===== src/rtl/mem_port_arbiter.sv =====
// mem_port_arbiter: round-robin sharing of one memory port between the I-cache and D-cache miss paths.
// The winning request is captured on grant and held on the port until memory answers.
module mem_port_arbiter #(
  parameter int A_WIDTH = 32
) (
  input  logic               clk,
  input  logic               clrn,
  input  logic [A_WIDTH-1:0] i_a,
  input  logic               i_strobe,
  output logic [31:0]        i_din,
  output logic               i_ready,
  input  logic [A_WIDTH-1:0] d_a,
  input  logic               d_rw,
  input  logic [31:0]        d_dout,
  input  logic               d_strobe,
  output logic [31:0]        d_din,
  output logic               d_ready,
  output logic [A_WIDTH-1:0] m_a,
  output logic               m_rw,
  output logic [31:0]        m_din,
  output logic               m_strobe,
  input  logic [31:0]        m_dout,
  input  logic               m_ready,
  output logic [1:0]         grant,
  output logic               busy
);
  typedef enum logic [1:0] {IDLE = 2'b00, GNT_I = 2'b01, GNT_D = 2'b10} state_t;
  state_t state_q, state_d;
  logic last_d_q, last_d_d;
  logic [A_WIDTH-1:0] req_a_q, req_a_d;
  logic req_rw_q, req_rw_d;
  logic [31:0] req_wdata_q, req_wdata_d;
  logic pick_d;
  always_ff @(posedge clk or negedge clrn) begin
    if (!clrn) begin
      state_q     <= IDLE;
      last_d_q    <= 1'b0;
      req_a_q     <= '0;
      req_rw_q    <= 1'b0;
      req_wdata_q <= '0;
    end else begin
      state_q     <= state_d;
      last_d_q    <= last_d_d;
      req_a_q     <= req_a_d;
      req_rw_q    <= req_rw_d;
      req_wdata_q <= req_wdata_d;
    end
  end
  // D wins when alone, or on a tie when I was granted last
  always_comb begin
    pick_d      = d_strobe & (~i_strobe | ~last_d_q);
    state_d     = state_q;
    last_d_d    = last_d_q;
    req_a_d     = req_a_q;
    req_rw_d    = req_rw_q;
    req_wdata_d = req_wdata_q;
    if (state_q == IDLE) begin
      if (i_strobe | d_strobe) begin
        state_d     = pick_d ? GNT_D : GNT_I;
        last_d_d    = pick_d;
        req_a_d     = pick_d ? d_a : i_a;
        req_rw_d    = pick_d & d_rw;
        req_wdata_d = pick_d ? d_dout : '0;
      end
    end else if (m_ready) begin
      state_d = IDLE;
    end
  end
  assign m_strobe = state_q != IDLE;
  assign busy     = state_q != IDLE;
  assign grant    = state_q;
  assign m_a      = req_a_q;
  assign m_rw     = req_rw_q;
  assign m_din    = req_wdata_q;
  assign i_din    = m_dout;
  assign d_din    = m_dout;
  // a dropped strobe discards the response while memory still completes
  assign i_ready  = m_ready & i_strobe & (state_q == GNT_I);
  assign d_ready  = m_ready & d_strobe & (state_q == GNT_D);
endmodule


===== config.mk =====
export PLATFORM = sky130hd
export DESIGN_NAME = mem_port_arbiter
export DESIGN_NICKNAME = d
export VERILOG_FILES = /design/src/rtl/mem_port_arbiter.sv
export SDC_FILE = /design/constraint.sdc
export NUM_CORES = 1
export LEC_CHECK = 0
export CAP_MARGIN = 20
export CORE_ASPECT_RATIO = 0.7
export CORE_MARGIN = 2
export CORE_UTILIZATION = 33
export DETAILED_ROUTE_END_ITERATION = 10
export PLACE_DENSITY = 0.89
export SYNTH_ARGS = -nofsm -noshare
export SYNTH_HDL_FRONTEND = slang
export SYNTH_SLANG_ARGS = --single-unit

===== constraint.sdc =====
create_clock -name clk -period 1.9 [get_ports clk]
set_clock_uncertainty 0.1 [all_clocks]
set_input_delay 0.57 -clock clk [delete_from_list [all_inputs] [get_ports clk]]
set_output_delay 0.57 -clock clk [all_outputs]
set_load 0.02 [all_outputs]

==> results.yml, run 1 <==
synthesis:
  synthTopCellsByCount: "dfrtp_1 (68), buf_4 (65), a22o_1 (33)"
  yosys_most_used_dff: "dfrtp_1"
  synth_nets: 400
  synth-seq-area-share: 0.524
  yosys_register_bits: 68
  synth_edf_count: 0
  yosysWarningCount: 0
  synth.area.top_cells: "dfrtp_1 (52%), buf_4 (15%), a221o_1 (9.9%)"
  async_flop_share: 1.00
  synth_top_area_cell: "dfrtp_1"
  synthDistinctLibCells: 19
  synth_cells: 266
  yosysMostFrequentCell: "dfrtp_1"
  syn_area_per_cell_sq_um: 12.2
  syn_area_sq_mm: 0.00324
  yosysTopAreaCellShare: 0.524
timing:
  period_minus_slack_ns: 1.90
  rsz0062_at_grt: "true"
  worst-slew-pin-transition_ns: 0.353
  fmax_mhz: 527
  max_slew_margin: 0.765
  hold_viol: 0
  setup_violations: 0
  fin_ws_ns: 0.00103
  period_share: 0.999
  maxSlewViolCount: 0
floorplanning:
  fp.dieArea_sq_mm: 0.0107
  rows: 30
  fp.dieW_um: 123
  pin_count: 269
  core-area_sq_mm: 0.00961
  initial_core_util: 0.338
  dieHeight_um: 87.0
critical_path:
  reg2reg_setup_slack_ns: 0.18
  critPathKind: "reg -> out"
  startpoint_type: "flop"
  end_kind: "output pin"
  critical_path_arrival_ns: 1.23
  crit_fanout: 3
  cp_data_required_time_ns: 1.23
place:
  portBuffers: 172
  pre_cts_ws_ns: -0.735
  dp_cells: 497
  post-dp-hpwl_um: 6730
  gp_congestion: 0.733
routing:
  firstDrtPassIters: 4
  drtIter0Drc: 119
  antenna_left: 0
  wl_per_cell_um: 17.8
  route.detailed.drc: 0
  drt_wl_total_um: 9180
  vias_per_cell: 5.09
  vias: 2619
clocking:
  insertion_delay_ns: 0.32
  path_clk_slew_ns: 0.06
  clock_sinks: 68
  numCtsBuffers: 9
  ctsHtreeMaxLevel: 3
  clock-root-buffer: "clkbuf_16"
  hold_buffers: 0
  clockBufferDepth: 2
  cts_tree: "done"
power:
  p_sw_mw: 3.23
  cellPowerDensity_mw_per_mm2: 1710
  switching_share: 0.380
  leakagePower_nw: 2.37
  ir_drop_mv: 0.710
  internal-power_mw: 5.28
  combPwrFrac: 0.492
  clockPowerShare: 0.208
  p_seq_frac: 0.300
global_route:
  grt_max_degree: 69
  grt_overflow: 0
  grt_pass1_vias: 2779
  grt_util_all_layers: 0.176
  grt_pass1_wl_um: 14300
  antenna_found_initial: 0
flow_run:
  cap_violations: 0
final_layout:
  final_cells: 515
  diodes: 0
  drive_above_1_share: 0.127
  syn2layout_area_growth_pct: 53.6
  finalNetCount: 517
worst_hold_path:
  hp-class: "in -> async"
outcome:
  status: "finished clean"
critical path, stage by stage, from the launching register on:
cell and delay, ns:
dfrtp_1 0.40, buf_6 0.13, and4b_1 0.26, buf_6 0.12
state kept, by name, summed over array words and instances, names as in the netlist:
signal and flops:
m_a 32, m_din 32, grant 2, last_d_q 1, m_rw 1
power groups by stage:
stage	registers [mW]	clock network, mW	logic [mW]
global placement	2.56	0	4.53
finish	2.55	1.77	4.19
floorplan	3.38	0	1.79
global route	2.64	1.90	4.50
CTS	2.54	1.82	4.21
detailed placement	2.57	0	4.65
cells in the final DEF (no fill, tap or decap), drive strengths merged, types with 2 or more instances in the layout:
cell,count
nor2,2
clkinv,3
o21a,32
a21o,3
nand2,2
and3,2
clkbuf,10
inv,2
dlygate4sd2,67
a221o,32
bufinv,2
buf,26
a22o,33
dfrtp,68
clkdlybuf4s50,97
timing repair:
action / CTS / global route
endpoints found under the setup margin: 103 / 34
buffers inserted: 3 / 0
cloned: 0 / 0
hold endpoints to repair: 0 / 0
pin swaps: 0 / 1
resized for setup: 95 / 7
layer usage:
layer	vias up	share of wire	GRT usage
met5	-	0	0
met4	0	0.015	0.0606
met3	13	0.12	0.0687
met2	182	0.45	0.284
met1	1264	0.42	0.217
li1	1160	-	-
kinds of logic after synthesis:
kind of cell / share of synthesized area
buffers and inverters: 0.189
AOI/OAI and AO/OA: 0.270
and+or+nand+nor: 0.0158
DFF: 0.524
metrics by stage:
| step | power [mW] | utilization | instance area (sq um) | hold WS (ns) | setup TNS (ns) |
|---|---|---|---|---|---|
| after global routing | 9.03 | 0.518 | 4980 | 0.191 | -0.189 |
| after floorplan | 5.18 | - | 3250 | 0.174 | 0 |
| after detailed placement | 7.22 | 0.492 | 4720 | 0.384 | -23.25 |
| after global placement | 7.09 | 0.492 | 4720 | 0.372 | -21.25 |
| after CTS | 8.58 | 0.518 | 4980 | 0.177 | -0.265 |
| final | 8.50 | 0.518 | 4980 | 0.169 | 0 |
cell type report:
cell class | instances | area [sq um]
clock buffers | 9 | 225
well taps | 128 | 160
fillers | 869 | 4630
inverters | 2 | 10.0
multi-input cells | 110 | 946
repair buffers | 192 | 1850
clock inverters | 6 | 90.1
flip-flops and latches | 68 | 1700
final timing paths:
| path | startpoint | to | depth (start not counted) |
|---|---|---|---|
| worst min-delay path | clrn | m_din[4] | 2 |
| worst max register to register | grant[1] | m_a[19] | 6 |
| min in group clk | m_din[5] | m_din[5] | 1 |
| worst min register to register | m_din[5] | m_din[5] | 1 |
| worst max-delay path | grant[1] | i_ready | 3 |
| max in group asynchronous | clrn | grant[0] | 2 |
(Power assumes the default switching activity.)
==> run 2, diff against run 1 <==
--- a/config.mk
+++ b/config.mk
@@ -8,9 +8,9 @@
 export CAP_MARGIN = 20
 export CORE_ASPECT_RATIO = 0.7
 export CORE_MARGIN = 2
-export CORE_UTILIZATION = 33
+export CORE_UTILIZATION = 35
 export DETAILED_ROUTE_END_ITERATION = 10
-export PLACE_DENSITY = 0.89
+export PLACE_DENSITY = 0.93
 export SYNTH_ARGS = -nofsm -noshare
 export SYNTH_HDL_FRONTEND = slang
 export SYNTH_SLANG_ARGS = --single-unit
==> constraint.sdc (replaced) <==
create_clock -name clk -period 2.4 [get_ports clk]
set_clock_uncertainty 0.1 [all_clocks]
set_input_delay 0.6 -clock clk [delete_from_list [all_inputs] [get_ports clk]]
set_output_delay 0.6 -clock clk [all_outputs]
set_load 0.02 [all_outputs]
==> results.yml, run 2 (same netlist as run 1, synthesis figures left out) <==
outcome:
  status: "finished clean"
clocking:
  clockBufferDepth: 2
  clock_sinks: 68
  hold_buffers: 0
  clock-root-buffer: "clkbuf_16"
  path_clk_slew_ns: 0.06
  ctsHtreeMaxLevel: 3
  post_cts_buffers: 0
  insertion_delay_ns: 0.32
  postCtsResizedCells: 2
  cts_tree: "done"
  numCtsBuffers: 9
critical_path:
  crit_fanout: 2
  cp_data_required_time_ns: 1.70
  startpoint_type: "input port"
  critPathKind: "in -> out"
  slowest_delay_ns: 0.48
  crit_slowest_cell: "clkdlybuf4s50_1"
  reg2reg_setup_slack_ns: 0.66
  critical_path_arrival_ns: 1.61
  path_cells: "clkdlybuf4s50_1, and4b_1, dlygate4sd2_1"
  end_kind: "output pin"
power:
  leakagePower_nw: 2.12
  clockPowerShare: 0.191
  p_total_mw: 6.94
  internal-power_mw: 4.37
  combPwrFrac: 0.514
  p_sw_mw: 2.57
  cellPowerDensity_mw_per_mm2: 1400
  switching_share: 0.371
  ir_drop_mv: 0.588
  p_seq_frac: 0.295
global_route:
  grt_pass1_vias: 2852
  antenna_found_initial: 0
  grt_util_all_layers: 0.190
  grt_overflow: 0
  grt_max_degree: 59
  grt_pass1_wl_um: 15100
routing:
  met1_length_um: 3810
  vias: 2612
  drtIter0Drc: 114
  vias_per_cell: 5.20
  firstDrtPassIters: 4
  wl_met3_um: 822
  drt_wl_total_um: 9310
  wl_per_cell_um: 18.6
  route.detailed.drc: 0
  routed-wl-met2_um: 4610
  top_layer_used: "met4"
  antenna_left: 0
timing:
  worst-slew-pin-transition_ns: 0.733
  setup_violations: 0
  fmax_mhz: 433
  period_share: 0.961
  fin_ws_ns: 0.0929
  maxSlewViolCount: 0
  rsz0062_at_grt: "false"
  max_slew_margin: 0.511
  hold_viol: 0
  holdWs_ns: 0.203
  period_minus_slack_ns: 2.31
flow_run:
  cap_violations: 0
place:
  pre_cts_ws_ns: -0.229
  dp_cells: 486
  post-dp-hpwl_um: 6670
  gp_congestion: 0.779
  portBuffers: 172
floorplanning:
  fp.dieArea_sq_mm: 0.0101
  initial_core_util: 0.359
  fp.dieW_um: 119
  dieHeight_um: 84.6
  core-area_sq_mm: 0.00903
  rows: 29
  pin_count: 269
final_layout:
  drive_above_1_share: 0.0847
  diodes: 0
  syn2layout_area_growth_pct: 52.7
  mostFrequentLayoutCells: "clkdlybuf4s50_1 (167), dfrtp_1 (68), a22o_1 (33)"
  fill_cells: 736
  finalNetCount: 507
  final_common_cell: "clkdlybuf4s50_1"
  final_cells: 502
worst_hold_path:
  hp-class: "in -> async"
run 2: cell types whose count changed in the layout (fill, tap and decap cells not counted), sizes merged:
| cell | delta |
|---|---|
| dlygate4sd2 | -66 |
| clkinv | -2 |
| clkinvlp | +1 |
| inv | +2 |
| bufinv | -1 |
| buf | -15 |
| clkbuf | +1 |
| clkdlybuf4s50 | +70 |
| dlymetal6s2s | +1 |
run 2: area by class of cell:
| class | instances | area (sq um) | area share |
|---|---|---|---|
| flip-flops and latches | 68 | 1700 | 0.344 |
| multi-input cells | 110 | 936 | 0.189 |
| well taps | 124 | 155 | 0.0313 |
| inverters | 2 | 7.51 | 0.00152 |
| clock inverters | 6 | 71.3 | 0.0144 |
| repair buffers | 182 | 1850 | 0.374 |
| clock buffers | 10 | 229 | 0.0462 |
run 2: critical path, delay by kind of cell:
kind,cells,cell delay (ns)
AND/OR/NAND/NOR,1,0.19
buffers and inverters,2,0.82
run 2: power groups by stage:
| stage | Sequential, mW | Combinational, mW | Clock (mW) |
|---|---|---|---|
| finish | 2.04 | 3.56 | 1.33 |
| global route | 2.11 | 3.80 | 1.42 |
| CTS | 2.04 | 3.61 | 1.37 |
| detailed placement | 2.05 | 3.59 | 0 |
| global placement | 2.02 | 3.52 | 0 |
| floorplan | 2.68 | 1.42 | 0 |
run 2: metal layers:
metal | up-vias | global-route usage
li1 | 1143 | -
met1 | 1315 | 0.224
met2 | 146 | 0.327
met3 | 8 | 0.0700
met4 | 0 | 0.0509
met5 | - | 0
run 2: worst paths after layout:
| path | start | to | cells past startpoint |
|---|---|---|---|
| min reg2reg | m_din[17] | m_din[17] | 1 |
| min | clrn | m_din[23] | 1 |
| min in group clk | m_din[17] | m_din[17] | 1 |
| max | i_strobe | i_ready | 3 |
| max in group asynchronous | clrn | m_a[18] | 2 |
| max reg2reg | grant[1] | m_a[9] | 5 |
run 2: through the flow:
stage	area, sq um	util	TNS, ns
final	4950	0.548	0
after global routing	4950	0.548	0
after CTS	4950	0.548	0
after detailed placement	4650	0.515	-1.10
after global placement	4650	0.515	-0.471
after floorplan	3240	-	0
==> run 3, diff against run 2 <==
==> constraint.sdc (replaced) <==
create_clock -name clk -period 2.8 [get_ports clk]
set_clock_uncertainty 0.1 [all_clocks]
set_input_delay 0.7 -clock clk [delete_from_list [all_inputs] [get_ports clk]]
set_output_delay 0.7 -clock clk [all_outputs]
set_load 0.02 [all_outputs]
==> results.yml, run 3 (same netlist as run 1, synthesis figures left out) <==
routing:
  drtIter0Drc: 141
  wl_per_cell_um: 18.7
  vias: 2634
  vias_per_cell: 5.23
  drt_wl_total_um: 9420
  firstDrtPassIters: 4
  antenna_left: 0
  route.detailed.drc: 0
timing:
  final.setup.tns_ns: 0
  rsz0062_at_grt: "false"
  period_share: 0.915
  period_minus_slack_ns: 2.56
  fmax_mhz: 390
  worst-slew-pin-transition_ns: 0.624
  setup_violations: 0
  max_slew_margin: 0.584
  maxSlewViolCount: 0
  hold_viol: 0
critical_path:
  end_kind: "output pin"
  r2r_cells: 5
  slowest_delay_ns: 0.49
  crit_slowest_cell: "clkdlybuf4s50_1"
  critPathKind: "in -> out"
  crit_family: "buffers and inverters"
  setup.worst_path.start: "m_ready"
  r2r-start: "grant[1]"
  critPathCapture: "d_ready"
  startpoint_type: "input port"
  cp_data_required_time_ns: 2.00
  path_cells: "clkdlybuf4s50_1, inv_1, nor3_1, dlygate4sd2_1"
  path_depth: 4
  crit_fanout: 2
  rr_endpoint: "m_a[19]"
  critical_path_arrival_ns: 1.76
  path_buf_inv: 3
  reg2reg_setup_slack_ns: 1.00
clocking:
  ctsHtreeMaxLevel: 3
  cts_tree: "done"
  clock-root-buffer: "clkbuf_16"
  clock_sinks: 68
  path_clk_slew_ns: 0.06
  hold_buffers: 0
  numCtsBuffers: 9
  clockBufferDepth: 2
  insertion_delay_ns: 0.32
  postCtsResizedCells: 2
  post_cts_buffers: 0
floorplanning:
  rows: 29
  dieHeight_um: 84.6
  fp.dieW_um: 119
  core-area_sq_mm: 0.00903
  pin_count: 269
  initial_core_util: 0.359
  fp.dieArea_sq_mm: 0.0101
final_layout:
  final_cells: 504
  diodes: 0
  final_common_cell: "clkdlybuf4s50_1"
  design_area_sq_mm: 0.00495
  post-route-util: 0.548
  syn2layout_area_growth_pct: 52.5
  seq_area_sq_mm: 0.00170
  multi_input_area_sq_um: 936
  drive_above_1_share: 0.0895
  finalNetCount: 509
  mostFrequentLayoutCells: "clkdlybuf4s50_1 (169), dfrtp_1 (68), a22o_1 (33)"
  fill_cells: 738
flow_run:
  cap_violations: 0
power:
  leakagePower_nw: 2.12
  cellPowerDensity_mw_per_mm2: 1210
  p_total_mw: 6.01
  ir_drop_mv: 0.606
place:
  post-dp-hpwl_um: 6700
  portBuffers: 172
  gp_congestion: 0.787
  placed_area_sq_mm: 0.00461
  dp_cells: 487
worst_hold_path:
  hp-class: "in -> async"
global_route:
  grt_overflow: 0
  grt_util_all_layers: 0.188
  antenna_found_initial: 0
  grt_pass1_vias: 2801
  grt_pass1_wl_um: 14900
  grt_max_degree: 44
outcome:
  status: "finished clean"
run 3: cell count changes in the layout (fill, tap and decap cells not counted), sizes merged:
cell	change
clkdlybuf4s50	+2
dlymetal6s2s	-2
dlygate4sd2	+1
clkinv	+1
buf	+2
clkbuf	-2
bufinv	+1
clkinvlp	-1
run 3: metrics by stage:
| stage | hold WS (ns) | worst slack, ns |
|---|---|---|
| after floorplan | 0.304 | 0.682 |
| after global placement | 0.376 | -0.00706 |
| after detailed placement | 0.380 | -0.150 |
| after CTS | 0.311 | 0.192 |
| after global routing | 0.332 | 0.146 |
| final | 0.298 | 0.238 |
run 3: worst reg2reg max path: cells and delay by family, from the launching register on:
family | cells | cell delay (ns)
AO/OA/AOI/OAI | 2 | 0.49
buffers and inverters | 2 | 0.43
flip-flops | 1 | 0.43
AND/OR/NAND/NOR | 1 | 0.23
run 3: routing by layer:
metal	global-route usage	wire, um
met1	0.232	3980
met2	0.308	4440
met3	0.0734	831
met4	0.0541	166
met5	0	0
run 3: power breakdown:
group,switching [mW],leakage (nW),internal (mW)
registers,0.293,0.861,1.46
logic,1.49,1.11,1.55
clock network,0.434,0.156,0.786
run 3: worst min path at each step:
stage	startpoint	end	depth (start not counted)
after floorplan	clrn	grant[0]	0
after global placement	last_d_q	last_d_q	1
after detailed placement	m_din[21]	m_din[21]	1
after CTS	clrn	m_a[5]	1
after global routing	clrn	m_a[9]	1
final	clrn	m_a[5]	1
run 3: final cells by class:
type                            instances  area share
Sequential cell                        68       0.344
Tap cell                              124      0.0314
Clock buffer                            9      0.0455
Multi-Input combinational cell        110       0.189
Clock inverter                          7      0.0200
Inverter                                2     0.00152
Timing Repair Buffer                  184       0.369
